[config.mk]
export PLATFORM = sky130hd
export DESIGN_NAME = reg_file
export DESIGN_NICKNAME = d
export VERILOG_FILES = /design/src/rtl/cpu_pkg.sv /design/src/rtl/reg_read_port.sv /design/src/rtl/reg_file.sv
export SDC_FILE = /design/constraint.sdc
export NUM_CORES = 1
export LEC_CHECK = 0
export CORE_MARGIN = 5
export CORE_UTILIZATION = 40
export DETAILED_ROUTE_END_ITERATION = 12
export PLACE_DENSITY = 0.62
export SLEW_MARGIN = 40
export SYNTH_ARGS = -nofsm -noshare
export SYNTH_HDL_FRONTEND = slang
export SYNTH_SLANG_ARGS = --single-unit
[constraint.sdc]
create_clock -name clk -period 5 [get_ports clk]
set_clock_uncertainty 0.05 [all_clocks]
set_input_delay 1.5 -clock clk [delete_from_list [all_inputs] [get_ports clk]]
set_output_delay 1.5 -clock clk [all_outputs]
set_load 0.02 [all_outputs]
[src/rtl/cpu_pkg.sv]
// Shared CPU definitions: datapath width, register address width and the
// write-counter limits used by the register file.
package cpu_pkg;

   localparam int DATA_W     = 16;
   localparam int REG_ADDR_W = 3;

   localparam int                WR_CNT_W   = 16;
   localparam logic [WR_CNT_W-1:0] WR_CNT_MAX = '1;

   typedef logic [REG_ADDR_W-1:0] reg_addr_t;
   typedef logic [DATA_W-1:0]     word_t;

endpackage

[src/rtl/reg_read_port.sv]
// One combinational read port of the register file with write-through bypass.
// The bypass is held off during reset so reads show the stored array word.
module reg_read_port #(
   parameter int DATA_W = cpu_pkg::DATA_W,
   parameter int ADDR_W = cpu_pkg::REG_ADDR_W
) (
   input  logic              rst_n_i,
   input  logic [ADDR_W-1:0] rd_addr_i,
   input  logic [DATA_W-1:0] array_word_i,
   input  logic              reg_we_i,
   input  logic [ADDR_W-1:0] reg_waddr_i,
   input  logic [DATA_W-1:0] reg_source_i,
   output logic [DATA_W-1:0] rd_data_o
);

   // select the in-flight write word when it targets the addressed register
   always_comb begin
      rd_data_o = array_word_i;
      if (rst_n_i && reg_we_i && (rd_addr_i == reg_waddr_i)) begin
         rd_data_o = reg_source_i;
      end
   end

endmodule

[src/rtl/reg_file.sv]
// General-purpose register file: one synchronous write port fed by the
// write-back mux, two bypassed combinational read ports, a per-register
// written flag and a saturating count of accepted writes.
module reg_file #(
   parameter int DATA_W   = cpu_pkg::DATA_W,
   parameter int NUM_REGS = 8,
   parameter int ADDR_W   = cpu_pkg::REG_ADDR_W
) (
   input  logic                clk,
   input  logic                rst_n,
   input  logic                reg_we,
   input  logic [ADDR_W-1:0]   reg_waddr,
   input  logic [DATA_W-1:0]   reg_source,
   input  logic [ADDR_W-1:0]   ra_addr,
   input  logic [ADDR_W-1:0]   rb_addr,
   output logic [DATA_W-1:0]   ra_data,
   output logic [DATA_W-1:0]   rb_data,
   output logic [NUM_REGS-1:0] reg_written,
   output logic [15:0]         wr_count
);

   import cpu_pkg::*;

   logic [DATA_W-1:0]   regs_q [NUM_REGS];
   logic [DATA_W-1:0]   regs_d [NUM_REGS];
   logic [NUM_REGS-1:0] written_q;
   logic [NUM_REGS-1:0] written_d;
   logic [WR_CNT_W-1:0] wr_cnt_q;
   logic [WR_CNT_W-1:0] wr_cnt_d;

   // next state: apply the write, mark the target, bump the counter until full
   always_comb begin
      regs_d    = regs_q;
      written_d = written_q;
      wr_cnt_d  = wr_cnt_q;
      if (reg_we) begin
         regs_d[reg_waddr]    = reg_source;
         written_d[reg_waddr] = 1'b1;
         if (wr_cnt_q != WR_CNT_MAX) begin
            wr_cnt_d = wr_cnt_q + 1'b1;
         end
      end
   end

   // state update; reset wins over a write in the same cycle
   always_ff @(posedge clk) begin
      if (!rst_n) begin
         for (int i = 0; i < NUM_REGS; i++) begin
            regs_q[i] <= '0;
         end
         written_q <= '0;
         wr_cnt_q  <= '0;
      end else begin
         regs_q    <= regs_d;
         written_q <= written_d;
         wr_cnt_q  <= wr_cnt_d;
      end
   end

   reg_read_port #(
      .DATA_W (DATA_W),
      .ADDR_W (ADDR_W)
   ) u_port_a (
      .rst_n_i      (rst_n),
      .rd_addr_i    (ra_addr),
      .array_word_i (regs_q[ra_addr]),
      .reg_we_i     (reg_we),
      .reg_waddr_i  (reg_waddr),
      .reg_source_i (reg_source),
      .rd_data_o    (ra_data)
   );

   reg_read_port #(
      .DATA_W (DATA_W),
      .ADDR_W (ADDR_W)
   ) u_port_b (
      .rst_n_i      (rst_n),
      .rd_addr_i    (rb_addr),
      .array_word_i (regs_q[rb_addr]),
      .reg_we_i     (reg_we),
      .reg_waddr_i  (reg_waddr),
      .reg_source_i (reg_source),
      .rd_data_o    (rb_data)
   );

   assign reg_written = written_q;
   assign wr_count    = wr_cnt_q;

endmodule

==> results of run 1 <==
==> per-stage QoR <==
stage	util	instances	TNS (ps)	instance area, sq um	hold slack (ps)
2_1_floorplan	-	905	0	7780	393
3_3_place_gp	0.476	1239	-6080	9210	399
3_5_place_dp	0.477	1239	-6320	9220	407
4_1_cts	0.506	1270	0	9780	415
5_1_grt	0.506	1270	-5.57	9790	432
6_report	0.506	1270	0	9790	412
==> worst max-delay path, delay by kind of cell <==
family          cells  cell delay, ps
buf+inv             3            1160
simple gates        2             370
xor+xnor            1             230
compound gates      1             140
==> cells in the mapped netlist (all sizes together) <==
master and n:
o311ai 1, a31oi 3, clkbuf 46, nand3 12, nand4 5, nor4 5
and4b 1, dfxtp 152, nand2 303, mux4 64, nor3 6, nor2b 3
o41ai 4, inv 3, xor2 8, or3 3, nor2 27, ha 1
mux2i 33, or2 2, o31ai 4, o21ai 38, a21oi 136, buf 36
nand2b 3, or4 5, and2 1
==> cell type report <==
class	instances	area [sq um]	share of cell area
multi-input cells	668	4400	0.450
flip-flops and latches	152	3040	0.311
repair buffers	152	1400	0.143
clock buffers	22	474	0.0485
well taps	265	332	0.0339
clock inverters	8	121	0.0124
inverters	3	13.8	0.00141
==> what timing repair did <==
| action | CTS | global route |
|---|---|---|
| gates resized for setup | 32 | 14 |
| cloned | 0 | 0 |
| endpoints found under the setup margin | 32 | 13 |
| pin swaps | 1 | 0 |
| hold buffers | 0 | 0 |
| setup buffers | 1 | 0 |
==> worst max path at each step <==
stage,start,to,slack [ps]
3_5_place_dp,reg_waddr[1],ra_data[4],-290
6_report,reg_waddr[1],rb_data[0],40
4_1_cts,reg_waddr[1],rb_data[0],90
3_3_place_gp,reg_waddr[1],ra_data[4],-310
2_1_floorplan,ra_addr[1],ra_data[10],550
5_1_grt,rst_n,rb_data[0],-6
==> power groups by stage <==
stage | registers, mW | logic [mW] | clock network (mW)
3_3_place_gp | 1.28 | 0.336 | 0
4_1_cts | 1.26 | 0.331 | 1.35
2_1_floorplan | 1.28 | 0.188 | 0
3_5_place_dp | 1.28 | 0.338 | 0
5_1_grt | 1.26 | 0.355 | 1.40
6_report | 1.26 | 0.332 | 1.33
==> per-layer routing <==
| metal | track usage | wire, microns | vias to the layer above |
|---|---|---|---|
| met4 | 0.0682 | 478 | 0 |
| li1 | - | - | 3325 |
| met3 | 0.0500 | 1840 | 37 |
| met1 | 0.306 | 10800 | 3414 |
| met2 | 0.369 | 11700 | 247 |
| met5 | 0 | 0 | - |
==> sequential cells by signal, indices dropped and copies added (netlist names) <==
register	cells
reg_written	8
regs_q	128
wr_count	16
==> cells by family (layout without fill, tap and decap cells) <==
kind of cell,Yosys count,after routing,share of synthesized area
AND/OR/NAND/NOR,376,376,0.200
AO/OA/AOI/OAI,186,186,0.124
flip-flops,152,152,0.391
multiplexers,97,97,0.228
buffers and inverters,85,185,0.0465
XOR/XNOR,8,8,0.00901
adder cells (fa/ha/maj),1,1,0.00161
==> flow_summary.toml, run 1 <==
[run_status]
run_status = "completed"

[worst_setup_path]
crit_path_max_fanout = 12
cp.required_ps = 3450
worstSetupEndpointType = "primary output"
timing.rr.end = "wr_count[9]"
crit_path_start_kind = "input pin"
reg2reg_slack_ps = 2950
cp_cell_sequence = "clkdlybuf4s50_1, xor2_1, nor4_4, buf_4, nand2_1, o21ai_0, clkdlybuf4s15_1"
crit_type = "input pin to primary output"
cp_slowest_stage_delay_ps = 530
slowest_stage = "sky130_fd_sc_hd__clkdlybuf4s50_1"
worst-r2r-cell-count = 4
worst_ep_arrival_time_ps = 3410
worst_r2r_startpoint = "wr_count[2]"

[power_and_ir_drop]
power_report.internal_total_mw = 2.19
power.density_nw_per_um2 = 298
sw_frac_of_total = 0.247
design_power_total_mw = 2.92
power_frac_seq = 0.431
total_switching_power_mw = 0.721
p_clk_frac = 0.455
ir_worst_vdd_mv = 0.211
static-leakage-power_nw = 3.47
power_frac_comb = 0.114

[logic_synthesis]
synth_top_area_cell = "sky130_fd_sc_hd__dfxtp_1"
yosysUniqueCellTypes = 34
seq_area_frac_synth = 0.391
post-synth-top-area-fraction = 0.391
synthesis.instances = 905
synth.top_cells.by_area = "sky130_fd_sc_hd__dfxtp_1 39%, sky130_fd_sc_hd__mux4_2 19%, sky130_fd_sc_hd__nand2_1 15%, sky130_fd_sc_hd__a21oi_1 8.8%, sky130_fd_sc_hd__mux2i_1 4.2%"
synth.ff_latch_count = 152
mappedNetlistArea_sq_um = 7780
yosysWarningCount = 0
synth.avg_cell_area_sq_um = 8.60
synth.net_count = 934

[routing]
initial_drc_count = 618
via_count = 7023
post-route-drc-count = 0
drtPass1Iterations = 5
ant_nets = 0
total_wirelength_of_the_detailed_routed_design_mm = 24.9
viasPerCell = 5.53
routed_wire_length_per_instance_microns = 19.6

[clock_tree]
clock_tree.htree_level_count = 4
clkSlewWorstSetupHoldPaths_ps = 60
clock_latency_ps = 430
cts_max_path_buffers = 2
clock_tree_root_buffer_cell = "sky130_fd_sc_hd__clkbuf_16"
cts_tree = "done"
cts.sinks = 152
tritoncts.num_buffers = 17

[finish]
fill_cells = 1823
mostFrequentLayoutCell = "sky130_fd_sc_hd__nand2_1"
syn2layout_area_growth_pct = 25.8
layout.cells.most_common_list = "300 x sky130_fd_sc_hd__nand2_1, 152 x sky130_fd_sc_hd__dfxtp_1, 136 x sky130_fd_sc_hd__a21oi_1"
final_layout_size_suffix_gt1_frac = 0.180
fin_nets = 1023
diodes = 0

[sta]
slew_of_the_pin_with_the_lowest_slew_margin_ps = 836
finalWorstPathRequiredPeriod_ps = 4960
hold_viol = 0
setup-violations-final = 0
fin_ws_ps = 37.0
max-slew-margin-rel = 0.440
rsz0062_at_grt = "yes"
max_freq_mhz = 201
max_slew_violations = 0
min_period_over_period = 0.993

[hold_path]
worstHoldEndpoint = "regs_q[19]"
worst_hold_path.num_cells = 2
hp-start = "regs_q[19]"
worstHoldPathType = "flop to flop"

[global_routing]
grt_remaining_overflow = 0
grt_first_pass_wirelength_mm = 38.5
global_route.usage.total = 0.227
antenna_found_initial = 0
grt_pass1_vias = 6739
maximum_number_of_pins_on_one_net_before_global_route_repair = 80

[placed_design]
post-dp-hpwl_mm = 17.0
port_buffers = 83
pre_cts_setup_slack_ps = -285
place.gp.congestion = 0.834

[die]
core-area_sq_um = 19300
chipHeight_microns = 149
die-area_sq_um = 22300
rows = 51
dieWidth_microns = 149
number_of_top_level_pins = 84
start_util = 0.402

[run]
max_cap_violations = 0
(Power assumes the default switching activity.)
==> run 2: changes to the inputs <==
SLEW_MARGIN = 20   (was 40)
==> run 2 against run 1 <==
Count of clock-buffer cells in the layout decreased by 2. Combinational power about the same. Final area about the same. Sequential power about the same. Non-clock buffer count unchanged. Critical path depth unchanged. Total power increased by 1.9%. Clock power increased by 4%. Via count decreased by 0.67%. Sequential cell count unchanged.
==> flow_summary.toml, run 2 (synthesized netlist as in run 1, its figures left out) <==
[global_routing]
global_route.usage.total = 0.228
grt_first_pass_wirelength_mm = 38.8
antenna_found_initial = 0
maximum_number_of_pins_on_one_net_before_global_route_repair = 80
grt_remaining_overflow = 0
grt_pass1_vias = 6816

[sta]
hold_ws_ps = 413
slew_of_the_pin_with_the_lowest_slew_margin_ps = 1040
max_freq_mhz = 203
max-slew-margin-rel = 0.304
finalWorstPathRequiredPeriod_ps = 4920
hold_viol = 0
max_slew_violations = 0
rsz0062_at_grt = "yes"
min_period_over_period = 0.984
setup-violations-final = 0

[finish]
mostFrequentLayoutCell = "sky130_fd_sc_hd__nand2_1"
diodes = 0
syn2layout_area_growth_pct = 25.9
registers.top_by_ff_count = "regs_q"
largest_reg_flops = 128
post-route-cell-area_sq_um = 9790
final_layout_size_suffix_gt1_frac = 0.181
fin_nets = 1023
layout.cells.most_common_list = "303 x sky130_fd_sc_hd__nand2_1, 152 x sky130_fd_sc_hd__dfxtp_1, 136 x sky130_fd_sc_hd__a21oi_1"
stdcell_count = 1272

[placed_design]
post-dp-hpwl_mm = 16.9
place.gp.congestion = 0.834
placement.cell_area_sq_um = 9210
placed_cells_incl_taps = 1239
port_buffers = 83

[routing]
maxUsedRoutingLayer = "met4"
drtPass1Iterations = 5
wl_met3_mm = 1.81
viasPerCell = 5.48
ant_nets = 0
post-route-drc-count = 0
initial_drc_count = 632
met1_length_mm = 10.8
routed_wire_length_per_instance_microns = 19.6
total_wirelength_of_the_detailed_routed_design_mm = 24.9
via_count = 6976
wl_met2_mm = 11.9

[run_status]
run_status = "completed"

[worst_setup_path]
worstSetupEndpointType = "primary output"
crit_type = "input pin to primary output"
crit_path_max_fanout = 12
worst_ep_arrival_time_ps = 3370
crit_path_start_kind = "input pin"
cp.required_ps = 3450

[die]
core-area_sq_um = 19300
rows = 51
die-area_sq_um = 22300
start_util = 0.402
dieWidth_microns = 149
number_of_top_level_pins = 84
chipHeight_microns = 149

[clock_tree]
cts.sinks = 152
tritoncts.num_buffers = 17
cts_max_path_buffers = 2
clock_tree.htree_level_count = 4
cts_tree = "done"
clkSlewWorstSetupHoldPaths_ps = 60
clock_tree_root_buffer_cell = "sky130_fd_sc_hd__clkbuf_16"
clock_latency_ps = 430

[power_and_ir_drop]
static-leakage-power_nw = 3.48
ir_worst_vdd_mv = 0.228
design_power_total_mw = 2.97
power.density_nw_per_um2 = 303

[hold_path]
worstHoldPathType = "flop to flop"

[run]
max_cap_violations = 0
-- run 2: cell count changes in the layout (fill, tap and decap cells not counted), moves of 2 or more --
cell	before	now
sky130_fd_sc_hd__dlygate4sd2_1	25	23
sky130_fd_sc_hd__nand2_1	300	303
sky130_fd_sc_hd__nand2_2	3	0
sky130_fd_sc_hd__clkinv_4	1	3
sky130_fd_sc_hd__clkbuf_2	3	6
-- run 2: final timing paths --
kind         slack, ps     endpoint  cells after the start          from
max                 80   rb_data[2]                      7  reg_waddr[1]
min                410   regs_q[19]                      2    regs_q[19]
max reg2reg       2920  wr_count[9]                      4   wr_count[2]
min reg2reg        410   regs_q[19]                      2    regs_q[19]
-- run 2: critical path, stage by stage --
cell                              delay (ps)
sky130_fd_sc_hd__clkdlybuf4s50_1         530
sky130_fd_sc_hd__xor2_1                  230
sky130_fd_sc_hd__nor4_4                  330
sky130_fd_sc_hd__buf_4                   250
sky130_fd_sc_hd__nand2_1                  60
sky130_fd_sc_hd__o21ai_0                 110
sky130_fd_sc_hd__clkdlybuf4s15_1         360
-- run 2: per-stage QoR --
| step | setup slack [ps] | util | TNS (ps) |
|---|---|---|---|
| 2_1_floorplan | 547 | - | 0 |
| 3_3_place_gp | -310 | 0.476 | -6080 |
| 3_5_place_dp | -295 | 0.476 | -6580 |
| 4_1_cts | 80.6 | 0.507 | 0 |
| 5_1_grt | -3.63 | 0.507 | -3.63 |
| 6_report | 80.0 | 0.507 | 0 |
-- run 2: report_power, final --
part | total [mW] | leakage [nW] | internal, mW | switching [mW]
clock | 1.38 | 0.310 | 0.861 | 0.524
combinational | 0.331 | 1.94 | 0.140 | 0.191
sequential | 1.26 | 1.23 | 1.24 | 0.0190
total | 2.97 | 3.48 | 2.24 | 0.734
-- run 2: final cells by class --
class,count,area (sq um)
clock buffers,20,457
multi-input cells,668,4390
well taps,265,332
clock inverters,12,174
flip-flops and latches,152,3040
inverters,3,13.8
repair buffers,152,1390
fillers,1809,9540
-- run 2: repair_timing --
| action | in CTS | in global routing |
|---|---|---|
| setup endpoints to repair | 32 | 14 |
| pin swaps | 1 | 0 |
| buffers inserted | 1 | 0 |
| hold buffers | 0 | 0 |
| resized for setup | 32 | 22 |
| cloned | 0 | 0 |
-- run 2: routing by layer --
metal	vias to the layer above	GRT usage
li1	3330	-
met3	38	0.0575
met5	-	0
met1	3374	0.305
met2	234	0.368
met4	0	0.0673
